[src/rtl/wallace_mac_accum_pkg.sv]
// wallace_mac_accum_pkg: shared state encoding and default widths for the MAC accumulator
package mac_pkg;
    localparam int PROD_W = 32;
    localparam int ACC_W  = 40;
    localparam int LEN_W  = 8;
    typedef enum logic [1:0] {IDLE, ACCUM, DONE} state_t;
endpackage

[src/rtl/wallace_mac_accum_if.sv]
// wallace_mac_accum_if: burst control, product stream and sum handshake of the accumulator
interface wallace_mac_accum_if #(
    parameter int PROD_W = mac_pkg::PROD_W,
    parameter int ACC_W  = mac_pkg::ACC_W,
    parameter int LEN_W  = mac_pkg::LEN_W
);
    logic              start;
    logic [LEN_W-1:0]  len;
    logic              prod_valid;
    logic [PROD_W-1:0] prod_data;
    logic              prod_ready;
    logic              sum_valid;
    logic              sum_ready;
    logic [ACC_W-1:0]  sum_data;
    logic              sum_ovf;
    logic              busy;
    modport master (
        output start, len, prod_valid, prod_data, sum_ready,
        input  prod_ready, sum_valid, sum_data, sum_ovf, busy
    );
    modport slave (
        input  start, len, prod_valid, prod_data, sum_ready,
        output prod_ready, sum_valid, sum_data, sum_ovf, busy
    );
endinterface

[src/rtl/wallace_mac_accum.sv]
// wallace_mac_accum: accumulates a burst of unsigned products and hands the sum off
// through a one-deep valid/ready register with a sticky carry-out flag.
module wallace_mac_accum import mac_pkg::*; #(
    parameter int PROD_W = mac_pkg::PROD_W,
    parameter int ACC_W  = mac_pkg::ACC_W,
    parameter int LEN_W  = mac_pkg::LEN_W
) (
    input logic clk,
    input logic rst_n,
    wallace_mac_accum_if.slave bus
);
    state_t             state, state_d;
    logic [ACC_W-1:0]   acc, sum_q;
    logic [LEN_W-1:0]   cnt, len_q;
    logic               ovf, ovf_q;
    logic [ACC_W:0]     sum;
    logic               beat, last;
    assign sum  = {1'b0, acc} + (ACC_W+1)'(bus.prod_data);
    assign beat = state == ACCUM && bus.prod_valid;
    assign last = beat && cnt == len_q - 1'b1;
    always_comb begin
        state_d = (state == IDLE && bus.start) ? (bus.len != '0 ? ACCUM : DONE)
                : last                         ? DONE
                : (state == DONE && bus.sum_ready) ? IDLE
                : state;
    end
    always_ff @(posedge clk or negedge rst_n) begin
        if (!rst_n) state <= IDLE;
        else        state <= state_d;
    end
    always_ff @(posedge clk or negedge rst_n) begin
        if (!rst_n) begin
            acc   <= '0;
            cnt   <= '0;
            len_q <= '0;
            ovf   <= 1'b0;
            sum_q <= '0;
            ovf_q <= 1'b0;
        end else begin
            if (state == IDLE && bus.start) begin
                if (bus.len != '0) begin
                    len_q <= bus.len;
                    acc   <= '0;
                    cnt   <= '0;
                    ovf   <= 1'b0;
                end else begin
                    sum_q <= '0;
                    ovf_q <= 1'b0;
                end
            end
            if (beat) begin
                acc <= sum[ACC_W-1:0];
                cnt <= cnt + 1'b1;
                ovf <= ovf | sum[ACC_W];
                if (last) begin
                    sum_q <= sum[ACC_W-1:0];
                    ovf_q <= ovf | sum[ACC_W];
                end
            end
        end
    end
    assign bus.prod_ready = state == ACCUM;
    assign bus.sum_valid  = state == DONE;
    assign bus.busy       = state != IDLE;
    assign bus.sum_data   = sum_q;
    assign bus.sum_ovf    = ovf_q;
endmodule

[src/flat_wrapper.sv]
// flat-port wrapper written by rule: the top's interface ports become plain ports
module wallace_mac_accum_flat import mac_pkg::*;
#(
    parameter int PROD_W = mac_pkg::PROD_W,
    parameter int ACC_W  = mac_pkg::ACC_W,
    parameter int LEN_W  = mac_pkg::LEN_W
)
  (clk, rst_n, bus_start, bus_len, bus_prod_valid, bus_prod_data, bus_sum_ready, bus_prod_ready, bus_sum_valid, bus_sum_data, bus_sum_ovf, bus_busy);
  wallace_mac_accum_if #(.PROD_W(PROD_W), .ACC_W(ACC_W), .LEN_W(LEN_W)) bus_i ();
  input logic clk;
  input logic rst_n;
  input wire logic [$bits(bus_i.start)-1:0] bus_start;
  input wire logic [$bits(bus_i.len)-1:0] bus_len;
  input wire logic [$bits(bus_i.prod_valid)-1:0] bus_prod_valid;
  input wire logic [$bits(bus_i.prod_data)-1:0] bus_prod_data;
  input wire logic [$bits(bus_i.sum_ready)-1:0] bus_sum_ready;
  output wire logic [$bits(bus_i.prod_ready)-1:0] bus_prod_ready;
  output wire logic [$bits(bus_i.sum_valid)-1:0] bus_sum_valid;
  output wire logic [$bits(bus_i.sum_data)-1:0] bus_sum_data;
  output wire logic [$bits(bus_i.sum_ovf)-1:0] bus_sum_ovf;
  output wire logic [$bits(bus_i.busy)-1:0] bus_busy;
  assign bus_i.start = bus_start;
  assign bus_i.len = bus_len;
  assign bus_i.prod_valid = bus_prod_valid;
  assign bus_i.prod_data = bus_prod_data;
  assign bus_i.sum_ready = bus_sum_ready;
  assign bus_prod_ready = bus_i.prod_ready;
  assign bus_sum_valid = bus_i.sum_valid;
  assign bus_sum_data = bus_i.sum_data;
  assign bus_sum_ovf = bus_i.sum_ovf;
  assign bus_busy = bus_i.busy;
  wallace_mac_accum #(.PROD_W(PROD_W), .ACC_W(ACC_W), .LEN_W(LEN_W)) u_core (.clk(clk), .rst_n(rst_n), .bus(bus_i));
endmodule
[config.mk]
export PLATFORM = sky130hd
export DESIGN_NAME = wallace_mac_accum_flat
export DESIGN_NICKNAME = d
export VERILOG_FILES = /design/src/rtl/wallace_mac_accum_pkg.sv /design/src/rtl/wallace_mac_accum_if.sv /design/src/rtl/wallace_mac_accum.sv /design/src/flat_wrapper.sv
export SDC_FILE = /design/constraint.sdc
export NUM_CORES = 1
export LEC_CHECK = 0
export CAP_MARGIN = 20
export CORE_MARGIN = 8
export CORE_UTILIZATION = 41
export DETAILED_ROUTE_END_ITERATION = 7
export PLACE_DENSITY = 0.71
export SYNTH_ARGS = -nofsm -noshare
export SYNTH_HDL_FRONTEND = slang
export SYNTH_SLANG_ARGS = --single-unit
[constraint.sdc]
create_clock -name clk -period 3.46 [get_ports clk]
set_clock_uncertainty 0.05 [all_clocks]
set_input_delay 0.692 -clock clk [delete_from_list [all_inputs] [get_ports clk]]
set_output_delay 0.692 -clock clk [all_outputs]
set_load 0.02 [all_outputs]
==> flow_summary.json, run 1 <==
{
  "rsz0062_at_grt": "no",
  "synth_warnings": 0,
  "end_kind": "flip-flop",
  "cts_hold_buf": 0,
  "n_fill_cell": 1429,
  "grt_max_degree": 64,
  "maxCapViolations": 0,
  "setup_viol": 0,
  "yosysUniqueCellTypes": 73,
  "drc": 0,
  "die-area_um2": 19600,
  "clkLatencyLatePin_ns": 0.36,
  "place_hpwl_um": 12100,
  "sw_frac_of_total": 0.436,
  "cts_tree": "done",
  "rows": 45,
  "place_inst": 973,
  "p_leak_nw": 3.33,
  "crit_path_max_fanout": 3,
  "met2_usage": 0.279,
  "via_count": 5478,
  "numCtsBuffers": 9,
  "total_power_mw": 6.60,
  "portBuffers": 88,
  "status": "finished, final reports clean",
  "p_seq_frac": 0.289,
  "syn_nets": 790,
  "gr-usage-met1": 0.218,
  "core_area_um2": 15100,
  "postSynthCellCount": 710,
  "combPwrFrac": 0.549,
  "busiest_layer": "met2",
  "final_antenna_net_count": 0,
  "synth_edf_count": 0,
  "slew_viol_final": 0,
  "die_y_um": 140,
  "period_minus_slack_ns": 3.13,
  "cts_setup_buffers": 0,
  "layout_setup_ws_ns": 0.334,
  "setup.worst_path.start_class": "input pin",
  "synth_flop_cell": "dfrtp_1",
  "chipWidth_um": 140,
  "grtUsageMet3": 0.0350,
  "worstMarginPinSlew_ns": 0.747,
  "async_flop_share": 1.00,
  "grt_remaining_overflow": 0,
  "antenna_found_initial": 0,
  "place_ws_ns": -0.0507,
  "timing.fmax_mhz": 320,
  "start_util": 0.417,
  "layout_commonest_cell": "nand2_1",
  "htreeDepth": 3,
  "num_io_pins": 89,
  "min_period_over_period": 0.903,
  "hold_viol_final": 0,
  "cts_root_buf": "clkbuf_16",
  "seq_area_frac_synth": 0.396,
  "layoutNonFillerInstCount": 989,
  "avgSynthCellArea_um2": 8.89,
  "fin_nets": 876,
  "finalHoldWorstSlack_ns": 0.250,
  "drt-pass1-iter-count": 5,
  "synth_seq_cells": 100,
  "cts_sinks": 100,
  "gr-usage-all-layers": 0.169,
  "ctsLongestPathBuffers": 2,
  "grt_pass1_vias": 5521,
  "post_drt_wl_per_cell_um": 16.4,
  "required_ns": 3.65,
  "ctsResizeCount": 0,
  "place.gp.congestion": 0.865,
  "power.density_nw_per_um2": 851,
  "switching_power_mw": 2.88,
  "first_iter_violations": 383,
  "viasPerCell": 5.54,
  "cp.arrival_ns": 3.31,
  "syn2layout_area_growth_pct": 22.8,
  "slew_headroom": 0.502,
  "grt_pass1_wl_um": 27200,
  "vdd_drop_max_mv": 0.391,
  "internal_power_mw": 3.72,
  "worstSetupPathType": "in -> reg",
  "final_cell_mix": "nand2_1 (102), dfrtp_1 (100), clkdlybuf4s50_1 (87)",
  "p_clk_frac": 0.162,
  "hp-class": "in -> async",
  "diodes": 0,
  "synthesis.area_um2": 6310,
  "wl_um": 16200,
  "layout-drive-gt1-share": 0.109,
  "clkTransAtPathRegs_ns": 0.08
}
[stage by stage]
step	util	setup TNS [ns]	cell area (um2)
2_1_floorplan	-	0	6310
3_3_place_gp	0.492	0	7440
3_5_place_dp	0.492	-0.0905	7440
4_1_cts	0.512	0	7750
5_1_grt	0.512	0	7750
6_report	0.512	0	7750
[synthesized netlist by cell type (all sizes together), types with 8 or more instances]
| cell | n | share of area |
|---|---|---|
| dfrtp | 100 | 0.40 |
| and3 | 9 | 0.0091 |
| xnor2 | 28 | 0.039 |
| nand3 | 49 | 0.039 |
| buf | 21 | 0.021 |
| a21o | 8 | 0.0099 |
| clkbuf | 21 | 0.016 |
| nor3 | 11 | 0.0095 |
| a31oi | 13 | 0.016 |
| inv | 16 | 0.0095 |
| nand4 | 17 | 0.018 |
| nor2 | 39 | 0.023 |
| xor2 | 17 | 0.024 |
| a21oi | 45 | 0.039 |
| nand2 | 102 | 0.061 |
| ha | 34 | 0.067 |
| o22ai | 10 | 0.0099 |
| o21ai | 84 | 0.067 |
[state kept, by name (all words and copies together), names as in the netlist]
signal	flops
u_core.state	2
u_core.bus.sum_data	40
u_core.len_q	8
u_core.acc	40
u_core.ovf	1
u_core.cnt	8
u_core.bus.sum_ovf	1
[final cells by class]
| class | instances | area [um2] | area share |
|---|---|---|---|
| Timing Repair Buffer | 117 | 1110 | 0.143 |
| Multi-Input combinational cell | 552 | 3540 | 0.456 |
| Clock inverter | 7 | 82.6 | 0.0107 |
| Clock buffer | 9 | 225 | 0.0291 |
| Sequential cell | 100 | 2500 | 0.323 |
| Tap cell | 188 | 235 | 0.0303 |
| Inverter | 16 | 60.1 | 0.00775 |
[cells by family (layout without fill, tap and decap cells)]
logic type,count (synthesis),in the layout,share of synthesized area
AND/OR/NAND/NOR,250,250,0.187
AO/OA/AOI/OAI,215,215,0.224
flip-flops,100,100,0.396
buffers and inverters,58,149,0.0466
XOR/XNOR,45,45,0.0624
adder cells (fa/ha/maj),35,35,0.0706
multiplexers,7,7,0.0131
[power groups by stage]
stage / clock network (mW) / logic, mW / registers (mW)
after floorplan: 0 / 2.43 / 2.01
after global placement: 0 / 3.56 / 1.92
after detailed placement: 0 / 3.61 / 1.92
after CTS: 1.09 / 3.63 / 1.91
after global routing: 1.14 / 4.04 / 1.96
final: 1.07 / 3.62 / 1.91
[path summary, 6_finish.rpt]
check | start | to | slack [ns] | cells past startpoint
max | bus_prod_data[0] | u_core.acc[20]$_DFFE_PN0P_ | 0.33 | 11
min | rst_n | u_core.acc[8]$_DFFE_PN0P_ | 0.25 | 1
max reg2reg | u_core.acc[0]$_DFFE_PN0P_ | u_core.acc[20]$_DFFE_PN0P_ | 0.71 | 10
min reg2reg | u_core.acc[15]$_DFFE_PN0P_ | u_core.acc[15]$_DFFE_PN0P_ | 0.43 | 2
max in group asynchronous | rst_n | u_core.acc[33]$_DFFE_PN0P_ | 2.38 | 2
min in group clk | u_core.acc[15]$_DFFE_PN0P_ | u_core.acc[15]$_DFFE_PN0P_ | 0.43 | 2
[layer usage]
metal,routed length [um],share of wire
met3,695,0.043
met5,0,0
met1,7600,0.47
met2,7680,0.47
met4,201,0.012
[worst max-delay path, cell delays in order]
cell and delay [ns]:
clkdlybuf4s50_1 0.41, ha_1 0.23, fa_1 0.42, a211oi_2 0.26, o21ai_2 0.13, a31oi_2 0.27, o221ai_1 0.22, a21o_1 0.21
a21oi_1 0.17, xor2_1 0.21, o21ai_0 0.10
Power figures use the tool's default switching activity.
==> run 2: changes to the inputs <==
ABC_AREA = 1   (was default)
CORE_MARGIN = default   (was 8)
CORE_UTILIZATION = 57   (was 41)
PLACE_DENSITY = 0.89   (was 0.71)
==> run 2 against run 1 <==
Net effect:
- first-iteration DRC count grew 85%
- fmax grew 16%
- clock power is essentially flat
- routed wire length grew 22%
- sequential share of layout area shrank 3.2 points
- worst setup slack gained 0.42 ns
- via count grew 35%
- critical endpoint is now u_core.bus.sum_data[22]$_DFF_PN0_
- largest power group unchanged
- highest routed layer unchanged
==> flow_summary.json, run 2 <==
{
  "status": "finished, final reports clean",
  "place_inst": 1395,
  "layout_setup_ws_ns": 0.755,
  "final_util": 0.705,
  "chipWidth_um": 115,
  "synth-xor-area-share": 0.0157,
  "timing.fmax_mhz": 370,
  "ctsResizeCount": 0,
  "rows": 40,
  "r2r-start": "u_core.len_q[0]$_DFFE_PN0P_",
  "slew_headroom": 0.592,
  "viasPerCell": 5.25,
  "min_period_over_period": 0.782,
  "power.density_nw_per_um2": 790,
  "synthMuxAreaShare": 0,
  "tns_ns": 0,
  "cts_hold_buf": 0,
  "first_iter_violations": 710,
  "syn_nets": 1230,
  "clkTransAtPathRegs_ns": 0.07,
  "synth_area_leader_cell": "dfrtp_1",
  "rsz0062_at_grt": "no",
  "total_power_mw": 6.81,
  "place_hpwl_um": 15300,
  "synth_top_family_by_area": "simple AND/OR/NAND/NOR gates",
  "die_y_um": 115,
  "layout_commonest_cell": "nand2_1",
  "cts_root_buf": "clkbuf_16",
  "synth_edf_count": 0,
  "setup.worst_path.start_class": "input pin",
  "worstSetupPathType": "in -> reg",
  "synthAdderAreaFrac": 0.0613,
  "start_util": 0.595,
  "wl_um": 19700,
  "portBuffers": 88,
  "cts_tree": "done",
  "avgSynthCellArea_um2": 6.32,
  "fin_area_um2": 8610,
  "die-area_um2": 13200,
  "antenna_found_initial": 0,
  "grt_pass1_wl_um": 32400,
  "synthSimpleGateAreaFrac": 0.405,
  "synthesis.area_um2": 7270,
  "postSynthCellCount": 1150,
  "crit_path_max_fanout": 3,
  "yosysTopAreaCellShare": 0.344,
  "yosys.cell_count.top_type": "nand2_1",
  "drc": 0,
  "placed_area_um2": 8300,
  "core_area_um2": 12200,
  "cp.arrival_ns": 2.94,
  "vdd_drop_max_mv": 0.554,
  "synth_compound_area_frac": 0.0616,
  "cts_setup_buffers": 0,
  "grt_max_degree": 56,
  "timing.rr.end": "u_core.bus.sum_data[28]$_DFF_PN0_",
  "num_io_pins": 89,
  "maxCapViolations": 0,
  "finalHoldWorstSlack_ns": 0.286,
  "place_ws_ns": 0.419,
  "hold_viol_final": 0,
  "final_antenna_net_count": 0,
  "place.gp.congestion": 0.997,
  "yosysUniqueCellTypes": 36,
  "p_leak_nw": 4.79,
  "post_drt_wl_per_cell_um": 13.9,
  "async_flop_share": 1.00,
  "via_count": 7410,
  "endpoint": "u_core.bus.sum_data[22]$_DFF_PN0_",
  "setup_viol": 0,
  "hp-class": "in -> async",
  "drt-pass1-iter-count": 6,
  "fin_nets": 1318,
  "gr-usage-all-layers": 0.317,
  "end_kind": "flip-flop",
  "seq_area_frac_synth": 0.344,
  "diodes": 0,
  "reg2reg_slack_ns": 1.10,
  "ctsLongestPathBuffers": 2,
  "cts_sinks": 100,
  "grt_remaining_overflow": 0,
  "required_ns": 3.69,
  "period_minus_slack_ns": 2.70,
  "worstMarginPinSlew_ns": 0.612,
  "slew_viol_final": 0,
  "final_cell_mix": "nand2_1 (478), inv_1 (167), nor2_1 (108)",
  "numCtsBuffers": 9,
  "syn2layout_area_growth_pct": 18.5,
  "layoutNonFillerInstCount": 1411,
  "grt_pass1_vias": 6887,
  "reg2regPathDepth": 12,
  "synth_seq_cells": 100,
  "clkLatencyLatePin_ns": 0.36,
  "synth_warnings": 0,
  "synth_flop_cell": "dfrtp_1",
  "synth.top_cells.by_area": "dfrtp_1 (34%), nand2_1 (25%), inv_1 (8.6%)",
  "crit_start": "bus_prod_data[0]",
  "layout-drive-gt1-share": 0.0402,
  "htreeDepth": 3,
  "synth_commonest_cells": "nand2_1 (478), inv_1 (167), nor2_1 (108)"
}
## run 2: changes by cell type in the layout (fill, tap and decap cells not counted), moves of 10 or more
cell     change
nand2_1    +376
inv_1      +151
nor2_1      +70
o21ai_0     -55
nand3_1     +39
xnor2_1     -26
buf_4       -18
o21ai_1     +12
a31oi_1     -11
nand4_1     -10
## run 2: worst min-delay path by stage
stage | end | depth (start not counted)
after floorplan | u_core.acc[0]$_DFFE_PN0P_ | 0
after global placement | u_core.acc[0]$_DFFE_PN0P_ | 2
after detailed placement | u_core.acc[8]$_DFFE_PN0P_ | 2
after CTS | u_core.len_q[2]$_DFFE_PN0P_ | 1
after global routing | u_core.len_q[2]$_DFFE_PN0P_ | 1
final | u_core.len_q[2]$_DFFE_PN0P_ | 1
## run 2: routing by layer
metal  up-vias  global-route usage  share of wire  routed length, um
met5         -                   0              0                  0
met4         0              0.0952          0.019                380
met3        27              0.0559          0.088               1730
met2       304               0.489           0.43               8450
met1      3357               0.454           0.46               9110
li1       3722                   -              -                  -
## run 2: logic make-up after synthesis
group | count (synthesis)
adder cells (fa/ha/maj) | 35
flip-flops | 100
AND/OR/NAND/NOR | 718
XOR/XNOR | 13
buffers and inverters | 198
AO/OA/AOI/OAI | 86
## run 2: worst max-delay path, stage by stage
cell,delay (ns)
clkdlybuf4s50_1,0.41
ha_1,0.25
fa_1,0.43
nand2_1,0.09
nor2_1,0.05
nand2_1,0.09
nand3_1,0.15
nand3_1,0.11
nand3_1,0.22
xor2_1,0.31
nand2_1,0.07
o21ai_1,0.07
## run 2: layout make-up
cell class / count / area, um2
clock buffers: 10 / 239
repair buffers: 99 / 973
clock inverters: 6 / 71.3
fillers: 1113 / 3600
flip-flops and latches: 100 / 2500
well taps: 168 / 210
inverters: 176 / 663
multi-input cells: 852 / 3960
## run 2: power breakdown
part	internal, mW	switching (mW)
Sequential	1.59	0.307
Clock	0.589	0.485
Combinational	1.40	2.44
Total	3.58	3.23
